File: config.mk
export PLATFORM = sky130hd
export DESIGN_NAME = irrigation_timer_ctrl_flat
export DESIGN_NICKNAME = d
export VERILOG_FILES = /design/src/rtl/irrigation_timer_ctrl_if.sv /design/src/rtl/irrigation_timer_ctrl.sv /design/src/flat_wrapper.sv
export SDC_FILE = /design/constraint.sdc
export NUM_CORES = 1
export LEC_CHECK = 0
export CORE_UTILIZATION = 47
export CTS_BUF_LIST = sky130_fd_sc_hd__clkbuf_16
export DETAILED_ROUTE_END_ITERATION = 12
export GPL_ROUTABILITY_DRIVEN = 0
export PLACE_DENSITY = 0.88
export SLEW_MARGIN = 25
export SYNTH_ARGS = -nofsm -noshare
export SYNTH_HDL_FRONTEND = slang
export SYNTH_SLANG_ARGS = --single-unit
File: constraint.sdc
create_clock -name clk -period 2.3 [get_ports clk]
set_input_delay 0.69 -clock clk [delete_from_list [all_inputs] [get_ports clk]]
set_output_delay 0.69 -clock clk [all_outputs]
set_load 0.005 [all_outputs]
File: src/rtl/irrigation_timer_ctrl_if.sv
// Control and display bundle between the irrigation timer and its environment:
// user controls, preset digits, digit outputs, valve and status pulses.
interface irrigation_timer_ctrl_if;
  logic       tick;
  logic       start;
  logic       abort;
  logic       pause;
  logic [3:0] preset_min;
  logic [3:0] preset_st;
  logic [3:0] preset_su;
  logic [3:0] min_digit;
  logic [3:0] st_digit;
  logic [3:0] su_digit;
  logic       valve;
  logic       done;
  logic       err;
  logic [1:0] state;

  modport master (
    output tick, start, abort, pause, preset_min, preset_st, preset_su,
    input  min_digit, st_digit, su_digit, valve, done, err, state
  );

  modport slave (
    input  tick, start, abort, pause, preset_min, preset_st, preset_su,
    output min_digit, st_digit, su_digit, valve, done, err, state
  );
endinterface

File: src/rtl/irrigation_timer_ctrl.sv
// Irrigation countdown timer: loads an M:SS BCD preset, counts it down on each
// 1 Hz tick through a mod-10/mod-6/mod-10 borrow chain and opens the valve while running.
module irrigation_timer_ctrl (
  input  logic                          clk,
  input  logic                          clear_n,
  irrigation_timer_ctrl_if.slave        bus
);

  localparam int unsigned DigitW = 4;

  typedef enum logic [1:0] {
    S_IDLE   = 2'b00,
    S_RUN    = 2'b01,
    S_HOLD   = 2'b10,
    S_FINISH = 2'b11
  } state_e;

  state_e              state_q, state_d;
  logic [DigitW-1:0]   min_q, min_d;
  logic [DigitW-1:0]   st_q, st_d;
  logic [DigitW-1:0]   su_q, su_d;
  logic                valve_q, valve_d;
  logic                done_q, done_d;
  logic                err_q, err_d;
  logic                preset_ok;
  logic                preset_zero;
  logic                last_second;

  assign preset_ok   = (bus.preset_min <= DigitW'(9)) && (bus.preset_st <= DigitW'(5)) &&
                       (bus.preset_su <= DigitW'(9));
  assign preset_zero = (bus.preset_min == '0) && (bus.preset_st == '0) && (bus.preset_su == '0);
  assign last_second = (min_q == '0) && (st_q == '0) && (su_q == DigitW'(1));

  // Next-state, digit update and registered-output decode
  always_comb begin
    state_d = state_q;
    min_d   = min_q;
    st_d    = st_q;
    su_d    = su_q;
    err_d   = 1'b0;

    unique case (state_q)
      S_IDLE: begin
        if (bus.start) begin
          if (!preset_ok) begin
            err_d = 1'b1;
          end else begin
            min_d   = bus.preset_min;
            st_d    = bus.preset_st;
            su_d    = bus.preset_su;
            state_d = preset_zero ? S_FINISH : S_RUN;
          end
        end
      end
      S_RUN: begin
        if (bus.pause) begin
          state_d = S_HOLD;
        end else if (bus.tick) begin
          if (su_q != '0) begin
            su_d = su_q - DigitW'(1);
          end else if (st_q != '0) begin
            su_d = DigitW'(9);
            st_d = st_q - DigitW'(1);
          end else if (min_q != '0) begin
            su_d  = DigitW'(9);
            st_d  = DigitW'(5);
            min_d = min_q - DigitW'(1);
          end
          if (last_second) state_d = S_FINISH;
        end
      end
      S_HOLD: begin
        if (!bus.pause) state_d = S_RUN;
      end
      S_FINISH: begin
        state_d = S_IDLE;
      end
      default: state_d = S_IDLE;
    endcase

    // Abort overrides everything, including a start rejection
    if (bus.abort) begin
      state_d = S_IDLE;
      min_d   = '0;
      st_d    = '0;
      su_d    = '0;
      err_d   = 1'b0;
    end

    valve_d = (state_d == S_RUN);
    done_d  = (state_d == S_FINISH);
  end

  always_ff @(posedge clk or negedge clear_n) begin
    if (!clear_n) begin
      state_q <= S_IDLE;
      min_q   <= '0;
      st_q    <= '0;
      su_q    <= '0;
      valve_q <= 1'b0;
      done_q  <= 1'b0;
      err_q   <= 1'b0;
    end else begin
      state_q <= state_d;
      min_q   <= min_d;
      st_q    <= st_d;
      su_q    <= su_d;
      valve_q <= valve_d;
      done_q  <= done_d;
      err_q   <= err_d;
    end
  end

  assign bus.min_digit = min_q;
  assign bus.st_digit  = st_q;
  assign bus.su_digit  = su_q;
  assign bus.valve     = valve_q;
  assign bus.done      = done_q;
  assign bus.err       = err_q;
  assign bus.state     = state_q;

endmodule

File: src/flat_wrapper.sv
// flat-port wrapper written by rule: the top's interface ports become plain ports
module irrigation_timer_ctrl_flat 
  (clk, clear_n, bus_tick, bus_start, bus_abort, bus_pause, bus_preset_min, bus_preset_st, bus_preset_su, bus_min_digit, bus_st_digit, bus_su_digit, bus_valve, bus_done, bus_err, bus_state);
  irrigation_timer_ctrl_if bus_i ();
  input  logic clk;
  input  logic clear_n;
  input wire logic [$bits(bus_i.tick)-1:0] bus_tick;
  input wire logic [$bits(bus_i.start)-1:0] bus_start;
  input wire logic [$bits(bus_i.abort)-1:0] bus_abort;
  input wire logic [$bits(bus_i.pause)-1:0] bus_pause;
  input wire logic [$bits(bus_i.preset_min)-1:0] bus_preset_min;
  input wire logic [$bits(bus_i.preset_st)-1:0] bus_preset_st;
  input wire logic [$bits(bus_i.preset_su)-1:0] bus_preset_su;
  output wire logic [$bits(bus_i.min_digit)-1:0] bus_min_digit;
  output wire logic [$bits(bus_i.st_digit)-1:0] bus_st_digit;
  output wire logic [$bits(bus_i.su_digit)-1:0] bus_su_digit;
  output wire logic [$bits(bus_i.valve)-1:0] bus_valve;
  output wire logic [$bits(bus_i.done)-1:0] bus_done;
  output wire logic [$bits(bus_i.err)-1:0] bus_err;
  output wire logic [$bits(bus_i.state)-1:0] bus_state;
  assign bus_i.tick = bus_tick;
  assign bus_i.start = bus_start;
  assign bus_i.abort = bus_abort;
  assign bus_i.pause = bus_pause;
  assign bus_i.preset_min = bus_preset_min;
  assign bus_i.preset_st = bus_preset_st;
  assign bus_i.preset_su = bus_preset_su;
  assign bus_min_digit = bus_i.min_digit;
  assign bus_st_digit = bus_i.st_digit;
  assign bus_su_digit = bus_i.su_digit;
  assign bus_valve = bus_i.valve;
  assign bus_done = bus_i.done;
  assign bus_err = bus_i.err;
  assign bus_state = bus_i.state;
  irrigation_timer_ctrl u_core (.clk(clk), .clear_n(clear_n), .bus(bus_i));
endmodule
---- Word-level counts from Yosys, hierarchy flattened ----
Cells that the tools add are included.
storage, ports and cells
  word-level logic and storage cells ...... 87
  input bits .............................. 18
  output and inout bits ................... 17
  register bits ........................... 17
cells by class
  muxes and demuxes ....................... 40
  magnitude comparators ................... 3
  equality and inequality tests ........... 15
  reduce and logical (&&, ||, !) cells .... 19
  add/sub/neg operators ................... 3
operator list
  cell                   number
  $mux W4                24
  $pmux W4 S2            3
  $logic_not A4 Y1       5
  $mux W2                8
  $ne A3 B3 Y1 const B   5
  $reduce_bool A4 Y1     3
  $sub A4 B1 Y4 const B  3
  $le A4 B4 Y1 const B   2
  $pmux W2 S4            1
  $reduce_and A8 Y1      1
  $reduce_and A7 Y1      1
  $eq A2 B2 Y1 const B   3
  $logic_and A1 B1 Y1    6
  $ne A3 B2 Y1 const B   2
  $reduce_and A6 Y1      1
  $ne A5 B2 Y1 const B   1
  $eq A2 B1 Y1 const B   2
  $eq A4 B1 Y1 const B   1
  $le A4 B3 Y1 const B   1
  $mux W1                4
  $ne A4 B2 Y1 const B   1
  $reduce_bool A3 Y1     1
  $logic_not A2 Y1       1

---- Depth between registers and ports, before layout ----
Gate-level depths: netlist of the first run.
  word-level depth ........................ 9
  mapped depth ............................ 7

---- Least setup slack after synthesis of the first run ----
No wires, ideal clock.
  path kind ............................... input port to flip-flop
  start ................................... in bus_abort
  end ..................................... reg u_core.min_q[2], in the netlist u_core.bus.min_digit[2]
  arrival time ............................ 1.965 ns
  slack ................................... 0.207 ns
  buffers on the path ..................... 1
  stages on the path ...................... 5
  setup time .............................. 0.128 ns
  cell sequence ........................... buf_6 -> or3_2 -> a31oi_2 -> nor3_2 -> mux2_1
between the ends
  cells in the longest elaborated chain, start to end .. 2
  elaborated cells on any way between the ends .. 10
  those cells by class .................... eq/ne: 7; mux: 1; reduce/logical: 2
ends and longest elaborated chain
  element                                               line                          text
  start: declaration                                    flat_wrapper.sv:9             input wire logic [$bits(bus_i.abort)-1:0] bus_abort;
  $ne A3 B3 Y1 (no line), or another cell as far along  --
  $reduce_and A8 Y1 (no line)                           --
  end signal: assignment                                irrigation_timer_ctrl.sv:105  min_q <= min_d;
  end: declaration                                      irrigation_timer_ctrl.sv:19   logic [DigitW-1:0] min_q, min_d;
Several ways; a longest one is shown, not always the timed one.
A chain may end at the register's enable or synchronous reset.

---- Worst setup path after layout of the first run ----
  start ................................... in bus_preset_st[1]
  end ..................................... reg u_core.valve_q, in the netlist u_core.bus.valve
between the ends
  cells in the longest elaborated chain, start to end .. 9
  elaborated cells on any way between the ends .. 12
  those cells by class .................... order compare: 1; eq/ne: 1; mux: 5; reduce/logical: 5
ends and longest elaborated chain
  element                                                               line                          text
  start: declaration                                                    flat_wrapper.sv:12            input wire logic [$bits(bus_i.preset_st)-1:0] bus_preset_st;
  parallel branches: the longest is 4 deep, another holds $le A4 B3 Y1  --
  $mux W2 (*)                                                           irrigation_timer_ctrl.sv:45   if (!preset_ok) begin
  $mux W2 (*)                                                           irrigation_timer_ctrl.sv:44   if (bus.start) begin
  $pmux W2 S4 (*)                                                       irrigation_timer_ctrl.sv:42   unique case (state_q)
  $mux W2 (*)                                                           irrigation_timer_ctrl.sv:82   if (bus.abort) begin
  $eq A2 B1 Y1 (*)                                                      irrigation_timer_ctrl.sv:90   valve_d = (state_d == S_RUN);
  named net u_core.valve_d                                              irrigation_timer_ctrl.sv:22   logic valve_q, valve_d;
  end signal: assignment                                                irrigation_timer_ctrl.sv:108  valve_q <= valve_d;
  end: declaration                                                      irrigation_timer_ctrl.sv:22
Mark *: on every way through the listed nets, which the timed path passes.

==> results of run 1 <==
==> metrics by stage <==
stage | instances | hold slack (ps) | utilization | worst slack [ps]
global route | 211 | 608 | 0.752 | -7.93
detailed placement | 204 | 563 | 0.682 | -250
finish | 211 | 595 | 0.752 | 71.9
CTS | 208 | 584 | 0.718 | -7.23
global placement | 204 | 548 | 0.682 | -226
floorplan | 127 | 394 | - | 207
==> area by class of cell <==
class	count	area share
sequential	17	0.230
tap	30	0.0203
multi-input combinational	98	0.419
timing repair buffer	56	0.275
clock inverter	1	0.00271
clock buffer	3	0.0407
inverter	6	0.0122
==> flip-flops by register name, summed over array words and instances (netlist names) <==
signal	count
u_core.bus.valve	1
u_core.bus.err	1
u_core.bus.done	1
u_core.bus.min_digit	4
u_core.bus.su_digit	4
u_core.bus.state	2
u_core.bus.st_digit	4
==> kinds of logic (layout without fill, tap and decap cells) <==
family	Yosys count	in the layout	synth area share
compound gates	33	33	0.187
xor+xnor	4	4	0.0289
fa+ha+maj	3	3	0.0289
buf+inv	12	66	0.0661
flops	17	17	0.351
mux	7	7	0.0671
simple gates	51	51	0.271
==> what timing repair did <==
item | in CTS | in global routing
setup buffers | 0 | 3
setup endpoints to repair | 4 | 10
gates cloned | 0 | 0
pin swaps | 0 | 3
gates resized for setup | 1 | 12
==> metal layers <==
layer | routed length, um | track usage | vias up
li1 | - | - | 583
met1 | 1320 | 0.310 | 601
met2 | 1700 | 0.424 | 71
met3 | 232 | 0.0319 | 11
met4 | 80 | 0.114 | 0
met5 | 0 | 0 | -
==> worst min-delay path by stage <==
stage	start	end	slack, ps	cells after the start
6_report	u_core.bus.min_digit[3]	u_core.bus.min_digit[3]	590	1
3_3_place_gp	u_core.bus.min_digit[3]	u_core.bus.min_digit[3]	550	1
3_5_place_dp	u_core.bus.min_digit[3]	u_core.bus.min_digit[3]	560	1
4_1_cts	u_core.bus.min_digit[3]	u_core.bus.min_digit[3]	580	1
2_1_floorplan	clear_n	u_core.bus.done	390	0
5_1_grt	u_core.bus.min_digit[3]	u_core.bus.min_digit[3]	610	1
==> report_power, final <==
group | total, mW | internal (mW) | switching (mW) | leakage (nW)
Sequential | 0.519 | 0.378 | 0.141 | 0.222
Clock | 0.351 | 0.233 | 0.118 | 0.0409
Combinational | 0.754 | 0.428 | 0.326 | 0.499
==> Yosys cell counts (3+ instances only) <==
master | count | area [um^2]
nor3_2 | 3 | 30.0
xnor2_1 | 4 | 35.0
nand2_1 | 5 | 18.8
nor2_1 | 16 | 60.1
a211oi_1 | 6 | 45.0
mux2_1 | 5 | 56.3
a21oi_1 | 3 | 15.0
dfrtp_1 | 17 | 425
inv_1 | 6 | 22.5
nor3_1 | 7 | 35.0
o21ai_0 | 11 | 55.1
==> layout by cell type, fill, tap and decap left out, types with 2 or more instances in the layout <==
cell             count
clkdlybuf4s50_1     33
o21ai_0             10
a21oi_1              2
nand4_1              2
nand2_1              5
dfrtp_1             17
nand2b_1             2
and2_1               2
buf_4               22
nor3_1               7
ha_1                 2
nor3_4               3
inv_1                6
a211oi_1             6
a31oi_1              2
clkbuf_16            3
xnor2_1              4
nor2_1              16
mux2_1               5
==> metrics.yaml, run 1 <==
finish:
  ff_latch_area_um2: 425
  fill_cells: 153
  fin_area_um2: 1850
  final_nets: 202
  num_antenna_cells: 0
  syn2layout_area_growth_pct: 52.5
  multi_input_area_um2: 773
  drive_above_1_share: 0.238
global_routing:
  grt_usage: 0.250
  grt_pass1_wl_um: 5030
  grt_start_max_net_pins: 24
  grt_pass1_vias: 1170
  grt_overflow: 0
  antenna_found_initial: 0
route:
  firstDrtPassIters: 4
  drc: 0
  postRouteAntennaNets: 0
  drt_iter0_markers: 56
  wire_per_inst_um: 15.8
  vias_per_cell: 6.00
  vias: 1266
  drt_wl_total_um: 3330
clocking:
  cts_root_buf: "clkbuf_16"
  clock_sinks: 17
  htree_levels: 1
  cts_tree: "yes"
  cts.reportedPaths.clkPinSlew_ps: 50
  hold_buffers: 0
  numCtsBuffers: 3
  clockBufferDepth: 2
  clk_latency_ps: 250
synth:
  syn_area_per_cell_um2: 9.54
  synth_fp_nets: 147
  syn-cell-area_um2: 1210
  yosys.cell_types.count: 47
  ys_ff_latch: 17
  yosysWarnings: 0
  syn_inst: 127
  synth_edf_count: 0
  synth-main-ff-cell: "dfrtp_1"
  ys_async_sr_fraction: 1.00
  ys_seq_area_frac: 0.351
worst_setup_path:
  path_cells: "clkdlybuf4s50_1 > buf_4 > nor4_1 > nand4_1 > a221oi_2 > nand2_1 > and2_1"
  worstSetupPathType: "in -> reg"
  end_kind: "flop"
  crit_family: "simple AND/OR/NAND/NOR gates"
  cp_data_required_time_ps: 2440
  worst_path_max_delay_cell: "clkdlybuf4s50_1"
  crit_end: "u_core.bus.valve"
  max_stage_delay_ps: 440
  arrival_ps: 2370
  critPathLaunch: "bus_preset_st[1]"
  reg2reg_depth: 6
  r2r-start: "u_core.bus.min_digit[0]"
  worst-path-stages: 7
  critPathLaunchType: "input port"
  r2r-end: "u_core.bus.valve"
  cp_max_fo: 2
  r2r_slack_ps: 170
  path_buf_inv: 2
floorplanning:
  die_h_um: 52.8
  core_area_um2: 2450
  design.die.area_um2: 2780
  start_util: 0.493
  io-pin-count: 35
  std_cell_rows: 18
  die_w_um: 52.8
timing:
  fmax_ghz: 0.449
  setup_tns_ps: 0
  final_hold_viol_count: 0
  finalCriticalPeriod_ps: 2230
  slew_viol_final: 0
  skew_ps: 2.36
  finalCritPeriodShare: 0.969
  maxSlewHeadroom: 0.534
  setup_viol: 0
  tightest_slew_ps: 699
min_path:
  worstHoldPathType: "reg -> reg"
placed_design:
  portBuffers: 34
  hpwl_um: 2310
  postPlaceCellArea_um2: 1670
pwr:
  power_mw: 1.62
  ir_worst_vdd_uv: 821
  powerDensity_nw_per_um2: 879
  p_leak_nw: 0.762
outcome:
  outcome: "finished, final reports clean"
run:
  drv_cap: 0
Note: power is estimated with default switching activity, not from simulation.
==> run 2: changes to the inputs <==
ABC_CLOCK_PERIOD_IN_PS = 2300   (was unset)
==> results of run 2 <==
Final layout, timing and power as in run 1 (identical DEF).
